[src/rtl/scan_sel_gen_pkg.sv]
// Shared types and constants for the digit scanner: FSM state encoding,
// digit geometry and the window-counter width helper.
package scan_pkg;

    typedef enum logic [1:0] {
        IDLE  = 2'd0,
        BLANK = 2'd1,
        ON    = 2'd2
    } scan_state_t;

    localparam int NDIG    = 4;
    localparam int DIG_W   = 4;
    localparam int FRAME_W = NDIG * DIG_W;

    // Width needed to hold the longer of the two window lengths.
    function automatic int cnt_width(input int div, input int blank);
        int m;
        m = (div > blank) ? div : blank;
        return $clog2(m + 1);
    endfunction

endpackage

[src/rtl/scan_tick_cnt.sv]
// Loadable down-counter with a terminal-count flag; times both the
// blanking and lit windows of each digit slot.
module scan_tick_cnt #(
    parameter int W = 4
) (
    input  logic         clk,
    input  logic         rst_n,
    input  logic         load,
    input  logic [W-1:0] load_val,
    input  logic         dec,
    output logic         tc
);

    logic [W-1:0] cnt_q;
    logic [W-1:0] cnt_d;

    // Next count: load wins, otherwise count down and hold at zero.
    always_comb begin
        cnt_d = cnt_q;
        if (load) begin
            cnt_d = load_val;
        end else if (dec && (cnt_q != {W{1'b0}})) begin
            cnt_d = cnt_q - {{(W-1){1'b0}}, 1'b1};
        end else begin
            cnt_d = cnt_q;
        end
    end

    // Count register.
    always_ff @(posedge clk or negedge rst_n) begin
        if (!rst_n) begin
            cnt_q <= {W{1'b0}};
        end else begin
            cnt_q <= cnt_d;
        end
    end

    assign tc = (cnt_q == {W{1'b0}});

endmodule

[src/rtl/scan_sel_gen.sv]
// Time-multiplexed 4-digit scanner with blanking gap and frame-atomic
// update of the displayed word through a shadow register.
module scan_sel_gen
    import scan_pkg::*;
#(
    parameter int DIV       = 8,
    parameter int BLANK_CYC = 2
) (
    input  logic               clk,
    input  logic               rst_n,
    input  logic               run,
    input  logic               wr_valid,
    input  logic [FRAME_W-1:0] wr_data,
    output logic               wr_ready,
    output logic [1:0]         sel,
    output logic               en,
    output logic [DIG_W-1:0]   dig,
    output logic               frame_start
);

    localparam int CW = cnt_width(DIV, BLANK_CYC);
    localparam logic [CW-1:0] BLANK_LD = CW'(BLANK_CYC - 1);
    localparam logic [CW-1:0] DIV_LD   = CW'(DIV - 1);

    scan_state_t        state_q, state_d;
    logic [1:0]         sel_q, sel_d;
    logic               en_q, en_d;
    logic               fs_q, fs_d;
    logic [FRAME_W-1:0] active_q, active_d;
    logic [FRAME_W-1:0] shadow_q, shadow_d;
    logic               pending_q, pending_d;

    logic               cnt_load;
    logic [CW-1:0]      cnt_val;
    logic               cnt_dec;
    logic               cnt_tc;
    logic               frame_end;
    logic               accept;
    logic               apply;

    scan_tick_cnt #(.W(CW)) u_tick (
        .clk      (clk),
        .rst_n    (rst_n),
        .load     (cnt_load),
        .load_val (cnt_val),
        .dec      (cnt_dec),
        .tc       (cnt_tc)
    );

    // Scan sequencing: the counter is reloaded on every state change, so
    // each window is timed from its first cycle.
    always_comb begin
        state_d  = state_q;
        sel_d    = sel_q;
        en_d     = 1'b0;
        fs_d     = 1'b0;
        cnt_load = 1'b1;
        cnt_val  = {CW{1'b0}};
        cnt_dec  = 1'b0;
        if (!run) begin
            state_d = IDLE;
            sel_d   = 2'd0;
        end else begin
            case (state_q)
                IDLE: begin
                    state_d = BLANK;
                    sel_d   = 2'd0;
                    fs_d    = 1'b1;
                    cnt_val = BLANK_LD;
                end
                BLANK: begin
                    if (cnt_tc) begin
                        state_d = ON;
                        en_d    = 1'b1;
                        cnt_val = DIV_LD;
                    end else begin
                        cnt_load = 1'b0;
                        cnt_dec  = 1'b1;
                    end
                end
                ON: begin
                    if (cnt_tc) begin
                        state_d = BLANK;
                        sel_d   = sel_q + 2'd1;
                        fs_d    = (sel_q == 2'd3);
                        cnt_val = BLANK_LD;
                    end else begin
                        en_d     = 1'b1;
                        cnt_load = 1'b0;
                        cnt_dec  = 1'b1;
                    end
                end
                default: begin
                    state_d = IDLE;
                    sel_d   = 2'd0;
                end
            endcase
        end
    end

    assign frame_end = (state_q == ON) && cnt_tc && (sel_q == 2'd3);
    assign accept    = wr_valid && !pending_q;
    // Only a word already pending before this edge may be applied, so an
    // accept coinciding with a boundary waits for the next one.
    assign apply     = pending_q && (frame_end || (state_q == IDLE));

    // Shadow/active word handling.
    always_comb begin
        shadow_d  = shadow_q;
        active_d  = active_q;
        pending_d = pending_q;
        if (accept) begin
            shadow_d  = wr_data;
            pending_d = 1'b1;
        end else if (apply) begin
            active_d  = shadow_q;
            pending_d = 1'b0;
        end else begin
            pending_d = pending_q;
        end
    end

    // State and output registers.
    always_ff @(posedge clk or negedge rst_n) begin
        if (!rst_n) begin
            state_q   <= IDLE;
            sel_q     <= 2'd0;
            en_q      <= 1'b0;
            fs_q      <= 1'b0;
            active_q  <= {FRAME_W{1'b0}};
            shadow_q  <= {FRAME_W{1'b0}};
            pending_q <= 1'b0;
        end else begin
            state_q   <= state_d;
            sel_q     <= sel_d;
            en_q      <= en_d;
            fs_q      <= fs_d;
            active_q  <= active_d;
            shadow_q  <= shadow_d;
            pending_q <= pending_d;
        end
    end

    assign sel         = sel_q;
    assign en          = en_q;
    assign frame_start = fs_q;
    assign wr_ready    = !pending_q;
    assign dig         = active_q[DIG_W*sel_q +: DIG_W];

endmodule

[config.mk]
export PLATFORM = sky130hd
export DESIGN_NAME = scan_sel_gen
export DESIGN_NICKNAME = d
export VERILOG_FILES = /design/src/rtl/scan_sel_gen_pkg.sv /design/src/rtl/scan_tick_cnt.sv /design/src/rtl/scan_sel_gen.sv
export SDC_FILE = /design/constraint.sdc
export NUM_CORES = 1
export LEC_CHECK = 0
export CAP_MARGIN = 40
export CORE_MARGIN = 2
export CORE_UTILIZATION = 45
export CTS_CLUSTER_DIAMETER = 50
export DETAILED_ROUTE_END_ITERATION = 12
export GPL_ROUTABILITY_DRIVEN = 0
export PLACE_DENSITY = 0.74
export SLEW_MARGIN = 5
export SYNTH_ARGS = -nofsm -noshare
export SYNTH_HDL_FRONTEND = slang
export SYNTH_SLANG_ARGS = --single-unit
[constraint.sdc]
create_clock -name clk -period 5 [get_ports clk]
set_input_delay 1.25 -clock clk [delete_from_list [all_inputs] [get_ports clk]]
set_output_delay 1.25 -clock clk [all_outputs]
set_load 0.02 [all_outputs]
Yosys cells after proc, flatten, opt, wreduce, memory -nomap -nowiden
Cells that the tools add are included.
- $add $sub $neg: 2
- bitwise logic cells: 1
- equality and inequality tests: 6
- reduce and logical (&&, ||, !) cells: 16
- shift-type cells: 1
- multipliers: 0
- $lt $le $gt $ge: 0
- multiplexer cells: 26
- div/mod/pow operators: 0
- operators by type and width (cell ; count):
    variable part select 16 x 5 -> 4 bit ; 1
    2-to-1 mux 1 bit ; 12
    2-to-1 mux 2 bit ; 5
    case mux 3 bit (3 select lines) ; 1
    2-to-1 mux 4 bit ; 2
    2-to-1 mux 3 bit ; 2
    != test 3 bit, second input constant ; 2
    case mux 2 bit (3 select lines) ; 1
    AND reduction 2 bit ; 3
    logical AND 1 bit ; 5
    equality test 2 bit, second input constant ; 2
    logical NOT 4 bit ; 1
    case mux 1 bit (2 select lines) ; 2
    case mux 2 bit (2 select lines) ; 1
    nonzero test 2 bit ; 2
    nonzero test 4 bit ; 1
    subtractor 4 x 1 -> 4 bit, second input constant ; 1
    adder 2 x 1 -> 2 bit, second input constant ; 1
    equality test 2 x 1 -> 1 bit, second input constant ; 1
    logical NOT 2 bit ; 1
    != test 2 bit, second input constant ; 1
    OR reduction 2 bit ; 1
    logical NOT 1 bit ; 1
    logical OR 1 bit ; 1
    NOT 1 bit ; 1
- latch bits: 0
- output and inout bits: 9
- RAM bits: 0
- logic and storage cells: 60
- register bits: 43
- input port bits: 20
- memories: 0
- bits in read-only memories: 0

Depth between registers and ports, before layout
- depth in word-level cells: 7
- depth in mapped cells: 7
- mapped depth without buffers: 5

Hierarchy
A second synthesis with hierarchy kept.
- cells, all modules: 151
- area total of the unflattened synthesis: 2060.7 um^2
- modules (own cells, without submodules) (module ; cells an instance ; area each (um^2) ; instances ; sequential area each (um^2)):
    scan_sel_gen ; 124 ; 1790.5 ; 1 ; 975.9
    scan_tick_cnt ; 27 ; 270.3 ; 1 ; 100.1

Worst setup path before layout
No wires, ideal clock.
- path kind: reg2out
- start point: register sel_q[0], in the netlist sel[0]
- end point: output dig[0]
- path slack: 2.346 ns
- cell stages (with the launch flop): 3
- data required time: 3.750 ns
- arrival: 1.404 ns
- path buffers: 1
- cells stage by stage: dfrtp_1 -> clkbuf_1 -> mux4_2
- word-level cells in the longest chain between the ends: 1
- ends and longest elaborated chain (item ; line ; source):
    start, declared ; scan_sel_gen.sv:26 ; logic [1:0] sel_q, sel_d;
    start signal, assigned ; scan_sel_gen.sv:135 ; sel_q <= sel_d;
    variable part select 16 x 5 -> 4 bit ; scan_sel_gen.sv:148 ; assign dig = active_q[DIG_W*sel_q +: DIG_W];
    end, declared ; scan_sel_gen.sv:17 ; output logic [DIG_W-1:0] dig,
Every way passes these cells.

Worst setup path in the final report
Ends and elaborated chain as after synthesis.

==> impl_metrics.toml <==
[clocking]
cts_resized = 0
cts_hold_buffers = 0
clk_latency_ns = 0.30
path_clk_slew_ns = 0.08
tritoncts = "built"
tritoncts_num_sinks = 43
htree_num_levels = 2
ctsRootBufferMaster = "clkbuf_8"
clockBufferDepth = 2
cts_made_buffers = 5
cts_setup_buffers = 0

[pwr]
power.leakage_nw = 1.07
powerDensity_mw_per_mm2 = 614
p_seq_share_pct = 41.1
power_mw = 1.49
comb_power_share_pct = 42.7
vdd_ir_drop_max_mv = 0.340
switching_share_pct = 37.2
power.net_switching_mw = 0.555
p_int_mw = 0.939
clock_power_share_pct = 16.2

[grt]
grt_pass1_wl_um = 6990
grt_max_degree = 25
grt_pass1_vias = 1507
track_usage_pct = 17.8
overflow = 0
antenna_found_initial = 0

[timing]
rsz0062_at_grt = "no"
worstMarginPinSlew_ns = 0.905
tns_ns = 0
fmax_mhz = 307
fin_crit_ns = 3.26
maxSlewViolCount = 0
hold_viol_final = 0
max_slew_margin_pct = 39.5
finalCritPeriodShare_pct = 65.3
fin_worst_skew_ns = 0.00412
setup_viol = 0

[place]
portBuffers = 28
post-dp-hpwl_um = 2670
dpl_cell_area_mm2 = 0.00234

[drt]
ant_nets = 0
avgRoutedWirePerCell_um = 15.1
routed_via_density = 5.51
vias = 1405
drt_iter0_drc = 104
post-route-drc-count = 0
dr.pass1.iters = 4
finalWirelength_um = 3860

[synthesis]
ys.flop_type = "dfrtp_1"
synth-edff-count = 0
synth.most_common_cell = "dfrtp_1"
syn_avg_cell_area_um2 = 11.6
synthDistinctLibCells = 34
synthDominantCellAreaShare_pct = 53.3
synth.area.top_cells = "dfrtp_1, mux2_2, nand2_1, o22ai_1, mux4_2"
synth_area_mm2 = 0.00202
synthCells = 174
ys_seq_area_share_pct = 53.3
ys_warn_count = 0
synth_nets = 200
ys_ff_latch = 43
synth_async_sr_flop_share_pct = 100
yosysTopAreaCell = "dfrtp_1"
yosys-top-cells-count = "dfrtp_1, nand2_1, mux2_2, o22ai_1"

[min_path]
min_from = "shadow_q[13]"
hold_depth = 1
hold_end = "shadow_q[13]"
min-delay-path-class = "flip-flop to flip-flop"

[worst_setup_path]
crit_chain = "mux4_2, clkdlybuf4s50_1"
critPathRequiredTime_ns = 3.75
cpMaxStageDelayCell = "dfrtp_1"
cp.arrival_ns = 2.01
r2r_start = "u_tick.cnt_q[0]"
crit_type = "flip-flop to primary output"
path_max_fanout = 9
worst_setup_path_start_kind = "flip-flop"
rr_endpoint = "active_q[10]"
end_kind = "primary output"
r2r_cells = 5
rrSetupSlack_ns = 3.05
cp_slowest_stage_delay_ns = 0.59

[finish]
layout-drive-gt1-share_pct = 17.7
design_area_mm2 = 0.00244
nets = 228
antennaDiodeCount = 0
area_delta_synth_final_pct = 20.8

[die]
fp-row-count = 24
core_region_area_mm2 = 0.00432
start_util_pct = 46.6
io_pins = 29
fp.dieW_um = 71.0
die-area_mm2 = 0.00503
fp.dieH_um = 71.0

[flow_run]
maxCapViolations = 0

[run_status]
status = "finished, final reports clean"
cells by family (layout without fill, tap and decap cells):
kind of cell	count (synthesis)	in the layout	share of synthesized area (%)
buffers and inverters	15	44	3.91
adder cells (fa/ha/maj)	6	6	3.72
XOR/XNOR	1	1	0.434
AO/OA/AOI/OAI	30	30	9.99
multiplexers	22	22	14.4
flip-flops	43	43	53.3
AND/OR/NAND/NOR	57	57	14.2
cells in the final DEF (no fill, tap or decap), drive strengths merged:
cell / count
nor3b: 1
mux4: 4
nand3b: 2
o41ai: 1
mux2: 16
dfrtp: 43
clkbuf: 8
a21oi: 6
nor3: 1
clkdlybuf4s50: 27
nor2: 4
or2: 1
o21ai: 3
mux2i: 2
a21o: 1
or3b: 1
a211o: 1
a31oi: 1
inv: 6
ha: 6
xor2: 1
o22ai: 16
and3b: 1
a211oi: 1
nand2: 36
nand4: 1
and2: 1
nand3: 4
and3: 1
buf: 3
nor2b: 3
state kept, by name, indices dropped and copies added, names as in the netlist:
name and count:
pending_q 1, active_q 16, frame_start 1, shadow_q 16, u_tick.cnt_q 4, state_q 2, en 1, sel 2
layer usage:
metal	part of all wire, %	GRT usage [%]	up-vias	wire (um)
li1	-	-	664	-
met1	45	23.4	701	1740
met2	49	29.0	33	1890
met3	4.2	3.42	7	163
met4	1.8	7.55	0	69
met5	0	0	-	0
per-stage QoR:
| stage | setup slack, ns | util [%] | hold slack [ns] | std cells |
|---|---|---|---|---|
| 6_report | 1.74 | 56.3 | 0.510 | 255 |
| 3_3_place_gp | 2.06 | 53.4 | 0.491 | 246 |
| 2_1_floorplan | 2.35 | - | 0.481 | 174 |
| 4_1_cts | 1.74 | 56.3 | 0.513 | 255 |
| 5_1_grt | 1.65 | 56.3 | 0.532 | 255 |
| 3_5_place_dp | 2.06 | 54.0 | 0.496 | 247 |
critical path: cells and delay by family, from the launching register on:
family,cells,cell delay (ns)
flip-flops,1,0.59
multiplexers,1,0.57
buffers and inverters,1,0.56
power by group through the flow:
stage / Sequential [mW] / Clock, mW / Combinational, mW
finish: 0.614 / 0.242 / 0.639
global route: 0.642 / 0.260 / 0.707
CTS: 0.616 / 0.246 / 0.646
detailed placement: 0.621 / 0 / 0.643
global placement: 0.618 / 0 / 0.624
floorplan: 0.581 / 0 / 0.520
final cells by class:
class | instances | area, um2
fill | 374 | 1890
tap | 52 | 65.1
clock buffer | 8 | 100
timing repair buffer | 30 | 310
sequential | 43 | 1080
inverter | 6 | 22.5
multi-input combinational | 116 | 862
worst max path at each step:
stage / from / endpoint / slack (ns) / cells after the start
after detailed placement: sel[0] / dig[1] / 2.06 / 2
after global placement: sel[0] / dig[0] / 2.06 / 2
final: sel[0] / dig[0] / 1.74 / 2
after global routing: sel[0] / dig[0] / 1.65 / 2
after floorplan: sel[0] / dig[0] / 2.35 / 2
after CTS: sel[0] / dig[0] / 1.74 / 2
Note: power is estimated with default switching activity, not from simulation.
